$ cat config.mk
export PLATFORM = sky130hd
export DESIGN_NAME = fetch_unit
export DESIGN_NICKNAME = d
export VERILOG_FILES = /design/src/rtl/fetch_unit.sv
export SDC_FILE = /design/constraint.sdc
export NUM_CORES = 1
export LEC_CHECK = 0
export BUFFER_PORTS_ARGS = -buffer_cell sky130_fd_sc_hd__buf_2
export CORE_MARGIN = 1.5
export CORE_UTILIZATION = 50
export CTS_BUF_LIST = sky130_fd_sc_hd__clkbuf_8
export CTS_CLUSTER_SIZE = 8
export DETAILED_ROUTE_END_ITERATION = 8
export PLACE_DENSITY = 0.88
export SYNTH_ARGS = -nofsm -noshare
export SYNTH_HDL_FRONTEND = slang
export SYNTH_SLANG_ARGS = --single-unit
$ cat constraint.sdc
create_clock -name clk -period 2 [get_ports clk]
set_input_delay 0.2 -clock clk [delete_from_list [all_inputs] [get_ports clk]]
set_output_delay 0.2 -clock clk [all_outputs]
set_load 0.05 [all_outputs]
$ cat src/rtl/fetch_unit.sv
// Instruction-fetch front end: owns the PC, captures {instr, pc} pairs into a
// 2-entry in-order buffer drained by decode over valid/ready.
module fetch_unit #(
    parameter int unsigned     depth   = 16,
    parameter int unsigned     width   = 16,
    parameter int unsigned     BPW     = 2,
    parameter int unsigned     ADDR_W  = $clog2(depth * BPW),
    parameter logic [width-1:0] HALT_OP = 16'hFFFF
) (
    input  logic              clk,
    input  logic              rst,
    input  logic              start_i,
    output logic [ADDR_W-1:0] pc_o,
    input  logic [width-1:0]  instr_i,
    input  logic              redirect_i,
    input  logic [ADDR_W-1:0] redirect_pc_i,
    output logic              out_valid_o,
    input  logic              out_ready_i,
    output logic [width-1:0]  out_instr_o,
    output logic [ADDR_W-1:0] out_pc_o,
    output logic              halted_o
);

    localparam int unsigned CNT_W = 2;

    typedef enum logic [1:0] {
        S_IDLE   = 2'd0,
        S_RUN    = 2'd1,
        S_HALTED = 2'd2
    } state_t;

    state_t            r_state;
    state_t            w_state_next;
    logic [CNT_W-1:0]  r_count;
    logic [CNT_W-1:0]  w_count_next;
    logic [ADDR_W-1:0] r_pc;
    logic              r_valid;
    logic              r_halted;
    logic [width-1:0]  r_instr0;
    logic [width-1:0]  r_instr1;
    logic [ADDR_W-1:0] r_pc0;
    logic [ADDR_W-1:0] r_pc1;

    logic              w_pop;
    logic              w_redirect;
    logic              w_fetch;
    logic              w_halt_hit;
    logic              w_push_slot0;
    logic [ADDR_W-1:0] w_redirect_pc;

    assign w_pop         = r_valid & out_ready_i;
    assign w_redirect    = redirect_i & (r_state != S_IDLE);
    assign w_fetch       = (r_state == S_RUN) & ~w_redirect
                         & ((r_count != CNT_W'(2)) | w_pop);
    assign w_halt_hit    = w_fetch & (instr_i == HALT_OP);
    assign w_redirect_pc = {redirect_pc_i[ADDR_W-1:1], 1'b0};
    // Slot 0 is the head; a push lands behind whatever survives this cycle's pop.
    assign w_push_slot0  = (r_count == CNT_W'(0)) | ((r_count == CNT_W'(1)) & w_pop);

    always_ff @(posedge clk or posedge rst) begin
        if (rst) r_state <= S_IDLE;
        else     r_state <= w_state_next;
    end

    always_comb begin
        w_state_next = r_state;
        w_count_next = r_count;
        case (r_state)
            S_IDLE:   if (start_i) w_state_next = S_RUN;
            S_RUN: begin
                if (w_redirect)      w_state_next = S_RUN;
                else if (w_halt_hit) w_state_next = S_HALTED;
            end
            S_HALTED: if (w_redirect) w_state_next = S_RUN;
            default:  w_state_next = S_IDLE;
        endcase
        // Redirect flushes everything, including a same-cycle push.
        if (w_redirect)              w_count_next = CNT_W'(0);
        else if (w_fetch && !w_pop)  w_count_next = r_count + CNT_W'(1);
        else if (!w_fetch && w_pop)  w_count_next = r_count - CNT_W'(1);
    end

    always_ff @(posedge clk or posedge rst) begin
        if (rst) begin
            r_pc     <= '0;
            r_count  <= '0;
            r_valid  <= 1'b0;
            r_halted <= 1'b0;
            r_instr0 <= '0;
            r_instr1 <= '0;
            r_pc0    <= '0;
            r_pc1    <= '0;
        end else begin
            r_count  <= w_count_next;
            r_valid  <= (w_count_next != CNT_W'(0));
            r_halted <= (w_state_next == S_HALTED);
            if (w_redirect)
                r_pc <= w_redirect_pc;
            else if (w_fetch && !w_halt_hit)
                r_pc <= r_pc + ADDR_W'(BPW);
            if (!w_redirect) begin
                if (w_pop && (r_count == CNT_W'(2))) begin
                    r_instr0 <= r_instr1;
                    r_pc0    <= r_pc1;
                end
                if (w_fetch) begin
                    if (w_push_slot0) begin
                        r_instr0 <= instr_i;
                        r_pc0    <= r_pc;
                    end else begin
                        r_instr1 <= instr_i;
                        r_pc1    <= r_pc;
                    end
                end
            end
        end
    end

    assign pc_o        = r_pc;
    assign out_valid_o = r_valid;
    assign out_instr_o = r_instr0;
    assign out_pc_o    = r_pc0;
    assign halted_o    = r_halted;

endmodule
==> results of run 1 <==
cell families after synthesis:
logic type	synth area share (%)
multiplexers	23.5
flip-flops	52.2
AND/OR/NAND/NOR	8.76
AO/OA/AOI/OAI	9.78
buffers and inverters	3.23
adder cells (fa/ha/maj)	2.05
other	0.153
XOR/XNOR	0.358
cells in the final DEF, fill, tap and decap left out, types with 2 or more instances in the layout:
cell | Yosys | layout
nor2b_1 | 2 | 2
o22ai_1 | 4 | 4
o21ai_0 | 4 | 4
mux2_2 | 31 | 31
a21oi_1 | 4 | 3
o31ai_1 | 7 | 7
buf_4 | 3 | 18
inv_2 | 0 | 3
mux2_1 | 19 | 16
nor2_1 | 8 | 8
nand4_1 | 4 | 4
buf_12 | 0 | 2
ha_2 | 0 | 2
ha_1 | 4 | 2
buf_6 | 0 | 3
inv_1 | 6 | 3
dfrtp_1 | 51 | 50
buf_2 | 6 | 51
or4_1 | 8 | 8
a31oi_1 | 5 | 4
a2bb2oi_1 | 5 | 5
nand2_1 | 2 | 2
mux2_4 | 0 | 3
clkbuf_8 | 0 | 5
worst paths after layout:
kind	from	cells past startpoint	end
min in group asynchronous	rst	3	r_instr1[4]
max in group asynchronous	rst	4	r_state[0]
min	instr_i[14]	2	r_instr1[14]
max reg2reg	r_count[0]	7	out_instr_o[10]
max	r_count[0]	7	out_instr_o[10]
min reg2reg	out_pc_o[2]	1	out_pc_o[2]
registers in the layout, indices dropped and copies added, names as in the netlist:
register	count
halted_o	1
r_count	2
out_valid_o	1
out_instr_o	16
r_instr1	16
r_state	2
pc_o	4
r_pc1	4
out_pc_o	5
metrics by stage:
stage | std cells | instance area, um2
global route | 333 | 3120
CTS | 331 | 3060
detailed placement | 320 | 2900
floorplan | 193 | 2440
finish | 333 | 3120
global placement | 320 | 2900
what timing repair did:
action | CTS | global route
pin swaps | 1 | 3
setup buffers | 2 | 2
gates resized for setup | 3 | 13
endpoints found under the setup margin | 14 | 37
hold buffers | 1 | 0
hold endpoints to repair | 25 | 0
synthesized netlist by cell type (5+ instances only):
master,n
o31ai_1,7
a2bb2oi_1,5
or4_1,8
mux2_2,31
buf_2,6
nor2_1,8
a31oi_1,5
dfrtp_1,51
mux2_1,19
inv_1,6
cell type report:
| cell class | count | area [um2] | area share, % |
|---|---|---|---|
| clock inverter | 3 | 47.5 | 1.52 |
| sequential | 51 | 1280 | 40.9 |
| multi-input combinational | 126 | 1150 | 36.8 |
| timing repair buffer | 75 | 474 | 15.2 |
| clock buffer | 5 | 68.8 | 2.20 |
| inverter | 6 | 22.5 | 0.721 |
| tap | 67 | 83.8 | 2.68 |
layer usage:
layer	global-route usage [%]	vias to the layer above	share of wire (%)
met5	0	-	0
met4	6.08	0	1.1
met3	5.94	8	5.0
met2	33.4	45	50
met1	26.6	909	44
li1	-	863	-
power groups by stage:
stage	logic [mW]	clock network, mW	registers, mW
after floorplan	1.12	0	2.51
after global placement	2.48	0	1.72
after detailed placement	2.54	0	1.75
after CTS	2.60	0.748	1.73
after global routing	2.86	0.786	1.81
final	2.70	0.736	1.75
worst register-to-register path, cell delays in order (launching register included):
cell and delay, ns:
dfrtp_1 0.39, inv_2 0.07, ha_2 0.19, a21boi_4 0.15
nor3_4 0.27, buf_6 0.20, mux2_4 0.30, mux2_1 0.30
==> results.md, run 1 <==
- Status: complete, no violations
- Crit path cell chain: inv_2 > ha_2 > a21boi_4 > nor3_4 > buf_6 > mux2_4 > mux2_1
- Initial Util: 51.7%
- Worst Max-Slew Pin Slew: 0.547 ns
- Max Cap Viol: 0
- Final TNS setup: 0 ns
- Register-to-register setup slack: 0.04 ns
- Gr usage total: 20.5%
- Num Clock Sinks: 51
- Crit Path Max Fanout: 8
- Yosys cell types: 37
- Switch share: 42.1%
- FP Rows: 25
- Worst path bufs/invs: 2
- Fin crit share: 98.0%
- CP max stage cell: dfrtp_1
- Worst path required time: 2.20 ns
- Layout cells sized above 1: 49.2%
- Lkg Pwr: 1.39 nW
- Vias per inst: 5.48
- Gate power share: 52.1%
- Number of buffers inserted by port buffering: 51
- Critical path data arrival time: 2.16 ns
- Post-route worst setup slack: 0.0407 ns
- Max-slew violations: 0
- Worst Hold Margin: 0.149 ns
- P_int: 3.00 mW
- Chip width: 72.9 um
- Clock network power share: 14.2%
- Fin nets: 295
- Post-synth EDFFs: 0
- Post-synth top area share: 52.2%
- Layout Utilization: 66.1%
- CP Class: reg -> reg
- I/O pins: 54
- Root Buffer: clkbuf_8
- Crit path max-delay family: multiplexers
- Maximum vdd drop: 0.985 mV
- First-pass GRT wire length: 8.25 mm
- Final setup violation count: 0
- Switching power: 2.18 mW
- Post-synth ARST share: 100%
- Seq/Total Area, Yosys: 52.2%
- Diode count: 0
- Ys Warns: 0
- DP HPWL: 3.66 mm
- Ys flop type: dfrtp_1
- Initial DRC count: 82
- Worst Skew: 0.00996 ns
- DR pass1 iterations: 4
- Gpl congestion: 0.781
- Clock latency on the worst-skew pair: 0.31 ns
- Endpoints failing hold: 0
- CTS Buf Count: 5
- CTS tree: done
- Maximum clock path buffer count: 2
- H-tree levels: 2
- Dpl ws: -0.0357 ns
- Cell taking the most area after synthesis: dfrtp_1
- CP max stage delay: 0.39 ns
- Post-synthesis net count: 223
- Hold Path Class: in -> reg
- Setup crit start kind: flip-flop
- Largest net degree at the start of global routing: 28
- Vias in the first global route: 1755
- CP Capture Type: flip-flop
- Total power draw: 5.18 mW
- Flop pwr share: 33.7%
- Final Routed Wirelength: 5.26 mm
- Synthesized flop and latch total: 51
- Max Freq: 0.510 GHz
- Initial antenna violation count: 0
- DRC violations left: 0
- P&R area growth vs syn: 27.9%
- Minimum clock period: 1.96 ns
- DIE HEIGHT: 72.9 um
- Core footprint: 4720 um2
- Mapped cell area: 2440 um2
- Drt wl/cell: 15.8 um
- Cell count after synthesis: 193
- Vias post-DR: 1825
- Final-layout fill cell count: 350
- Die area: 5320 um2
- Routed Antenna Nets: 0
- Pwr/cell area: 1660 nW/um2
- Max_slew headroom: 63.5%
- Synthesized area per cell: 12.7 um2
- Clock transition at path regs: 0.10 ns
- Synth top area cells: dfrtp_1 52%, mux2_2 14%, mux2_1 8.8%
- GR Overflow Total: 0
Note: power is estimated with default switching activity, not from simulation.
==> inputs of run 2 (changes only) <==
--- a/config.mk
+++ b/config.mk
@@ -9,8 +9,9 @@
 export CORE_MARGIN = 1.5
 export CORE_UTILIZATION = 50
 export CTS_BUF_LIST = sky130_fd_sc_hd__clkbuf_8
-export CTS_CLUSTER_SIZE = 8
+export CTS_CLUSTER_SIZE = 24
 export DETAILED_ROUTE_END_ITERATION = 8
+export GPL_TIMING_DRIVEN = 0
 export PLACE_DENSITY = 0.88
 export SYNTH_ARGS = -nofsm -noshare
 export SYNTH_HDL_FRONTEND = slang
==> run 2 against run 1 <==
Effect of this change:
- the run now ends with setup timing left
- die area unchanged
- wire length increased by 13%
- register-to-register slack got worse by 0.15 ns
- core utilization increased by 0.98 points
- highest routed layer unchanged
- first-iteration DRC count increased by 120%
- critical path depth unchanged
- clock skew about the same
- sequential power increased by 3%
- critical endpoint is now out_instr_o[13]
==> results.md, run 2 (same netlist as run 1, synthesis figures left out) <==
- Total power draw: 5.43 mW
- Initial DRC count: 181
- Lkg Pwr: 1.44 nW
- Diode count: 0
- Most frequent cells in the layout: 52 x buf_2, 50 x dfrtp_1, 29 x mux2_4, 21 x mux2_2, 10 x buf_4
- CP max stage cell: dfrtp_1
- Worst path required time: 2.20 ns
- CP Capture Type: flip-flop
- Max-slew violations: 0
- Worst R2R Path Depth: 7
- Worst Skew: 0.00983 ns
- Hold endpoint: r_instr1[11]
- I/O pins: 54
- Die area: 5320 um2
- Worst Max-Slew Pin Slew: 0.988 ns
- Root Buffer: clkbuf_8
- Layout Utilization: 67.1%
- CP max stage delay: 0.42 ns
- CTS Buf Count: 5
- R2r startpoint: r_count[1]
- H-tree levels: 2
- Final cell count without fillers: 328
- Initial antenna violation count: 0
- Hold Path Class: in -> reg
- Vias in the first global route: 1867
- Maximum vdd drop: 1.12 mV
- CP Class: reg -> reg
- Largest net degree at the start of global routing: 34
- Clock transition at path regs: 0.10 ns
- Vias post-DR: 1913
- Maximum clock path buffer count: 2
- Post-route worst setup slack: -0.108 ns
- Initial Util: 51.7%
- Dpl ws: -0.113 ns
- DRC violations left: 0
- Register-to-register setup slack: -0.11 ns
- Chip width: 72.9 um
- Layout cells sized above 1: 54.4%
- Crit Reg-Reg Endpoint: out_instr_o[13]
- Final Routed Wirelength: 5.95 mm
- Worst path bufs/invs: 2
- Status: finished, violations left
- Crit path cell chain: inv_2 > ha_2 > and3_1 > o21ai_0 > a21oi_2 > buf_4 > mux2_4
- Worst Hold Margin: 0.141 ns
- CTS tree: done
- Gr usage total: 22.8%
- Failing checks: setup timing
- Placed Instances: 312
- Num Clock Sinks: 51
- Core footprint: 4720 um2
- Clock latency on the worst-skew pair: 0.31 ns
- Critical path data arrival time: 2.31 ns
- Gpl congestion: 0.731
- Post-route cell area: 3170 um2
- GR Overflow Total: 0
- Crit Path Max Fanout: 10
- Setup crit start kind: flip-flop
- Final TNS setup: -1.32 ns
- FP Rows: 25
- Vias per inst: 5.83
- Final setup violation count: 20
- Hold Path Stages: 2
- Max_slew headroom: 33.5%
- Fin crit share: 105%
- DR pass1 iterations: 4
- Number of buffers inserted by port buffering: 51
- Worst Hold Launch: instr_i[11]
- Crit path max-delay family: compound AO/OA/AOI/OAI gates
- Pwr/cell area: 1710 nW/um2
- RSZ-0062 raised after global routing: true
- Endpoints failing hold: 0
- DIE HEIGHT: 72.9 um
- Placed Area: 2800 um2
- Minimum clock period: 2.11 ns
- Routed Antenna Nets: 0
- First-pass GRT wire length: 9.11 mm
- DP HPWL: 3.58 mm
- Max Freq: 0.474 GHz
- Most common cell after layout, fill and taps aside: buf_2
- Max Cap Viol: 0
- Fin nets: 290
- P&R area growth vs syn: 29.7%
- Drt wl/cell: 18.1 um
==> run 2: changes by cell type in the layout (fill, tap and decap cells not counted), sizes merged <==
| cell | previous run | this run |
|---|---|---|
| clkinvlp | 0 | 1 |
| inv | 7 | 6 |
| bufinv | 1 | 0 |
| buf | 74 | 67 |
| clkdlybuf4s15 | 0 | 1 |
| clkbuf | 5 | 7 |
==> run 2: metal layers <==
metal / vias to the layer above / wire length [um] / GRT usage (%)
met3: 12 / 356 / 4.83
met2: 72 / 2990 / 36.4
met5: - / 0 / 0
met1: 970 / 2500 / 31.1
met4: 0 / 107 / 7.97
li1: 859 / - / -
==> run 2: worst max path at each step <==
stage                     startpoint               to  slack, ns  cells past startpoint
after global routing      r_count[1]      out_pc_o[4]      -0.17                      7
after floorplan           r_state[1]      out_pc_o[2]       0.05                      6
final                     r_count[1]  out_instr_o[13]      -0.11                      7
after detailed placement  r_count[1]   out_instr_o[9]      -0.11                      7
after CTS                 r_state[1]  out_instr_o[13]      -0.04                      6
after global placement           rst      out_valid_o      -0.19                      2
==> run 2: repair_timing <==
| item | 4_1_cts | 5_1_grt |
|---|---|---|
| buffers inserted | 5 | 1 |
| hold buffers | 1 | 0 |
| setup endpoints to repair | 36 | 42 |
| pin swaps | 2 | 5 |
| gates cloned | 1 | 1 |
| endpoints found under the hold margin | 18 | 0 |
| resized for setup | 36 | 21 |
==> run 2: area by class of cell <==
type,count,area (um2)
flip-flops and latches,51,1280
clock buffers,6,82.6
inverters,6,22.5
well taps,67,83.8
clock inverters,2,16.3
repair buffers,61,350
fillers,332,1550
plain buffers,9,75.1
multi-input cells,126,1260
==> run 2: where the power goes <==
group | leakage (nW) | internal (mW) | total [mW] | switching (mW)
Combinational | 0.795 | 1.33 | 2.99 | 1.67
Sequential | 0.601 | 1.49 | 1.80 | 0.304
Clock | 0.0474 | 0.283 | 0.636 | 0.353
Total | 1.44 | 3.10 | 5.43 | 2.32
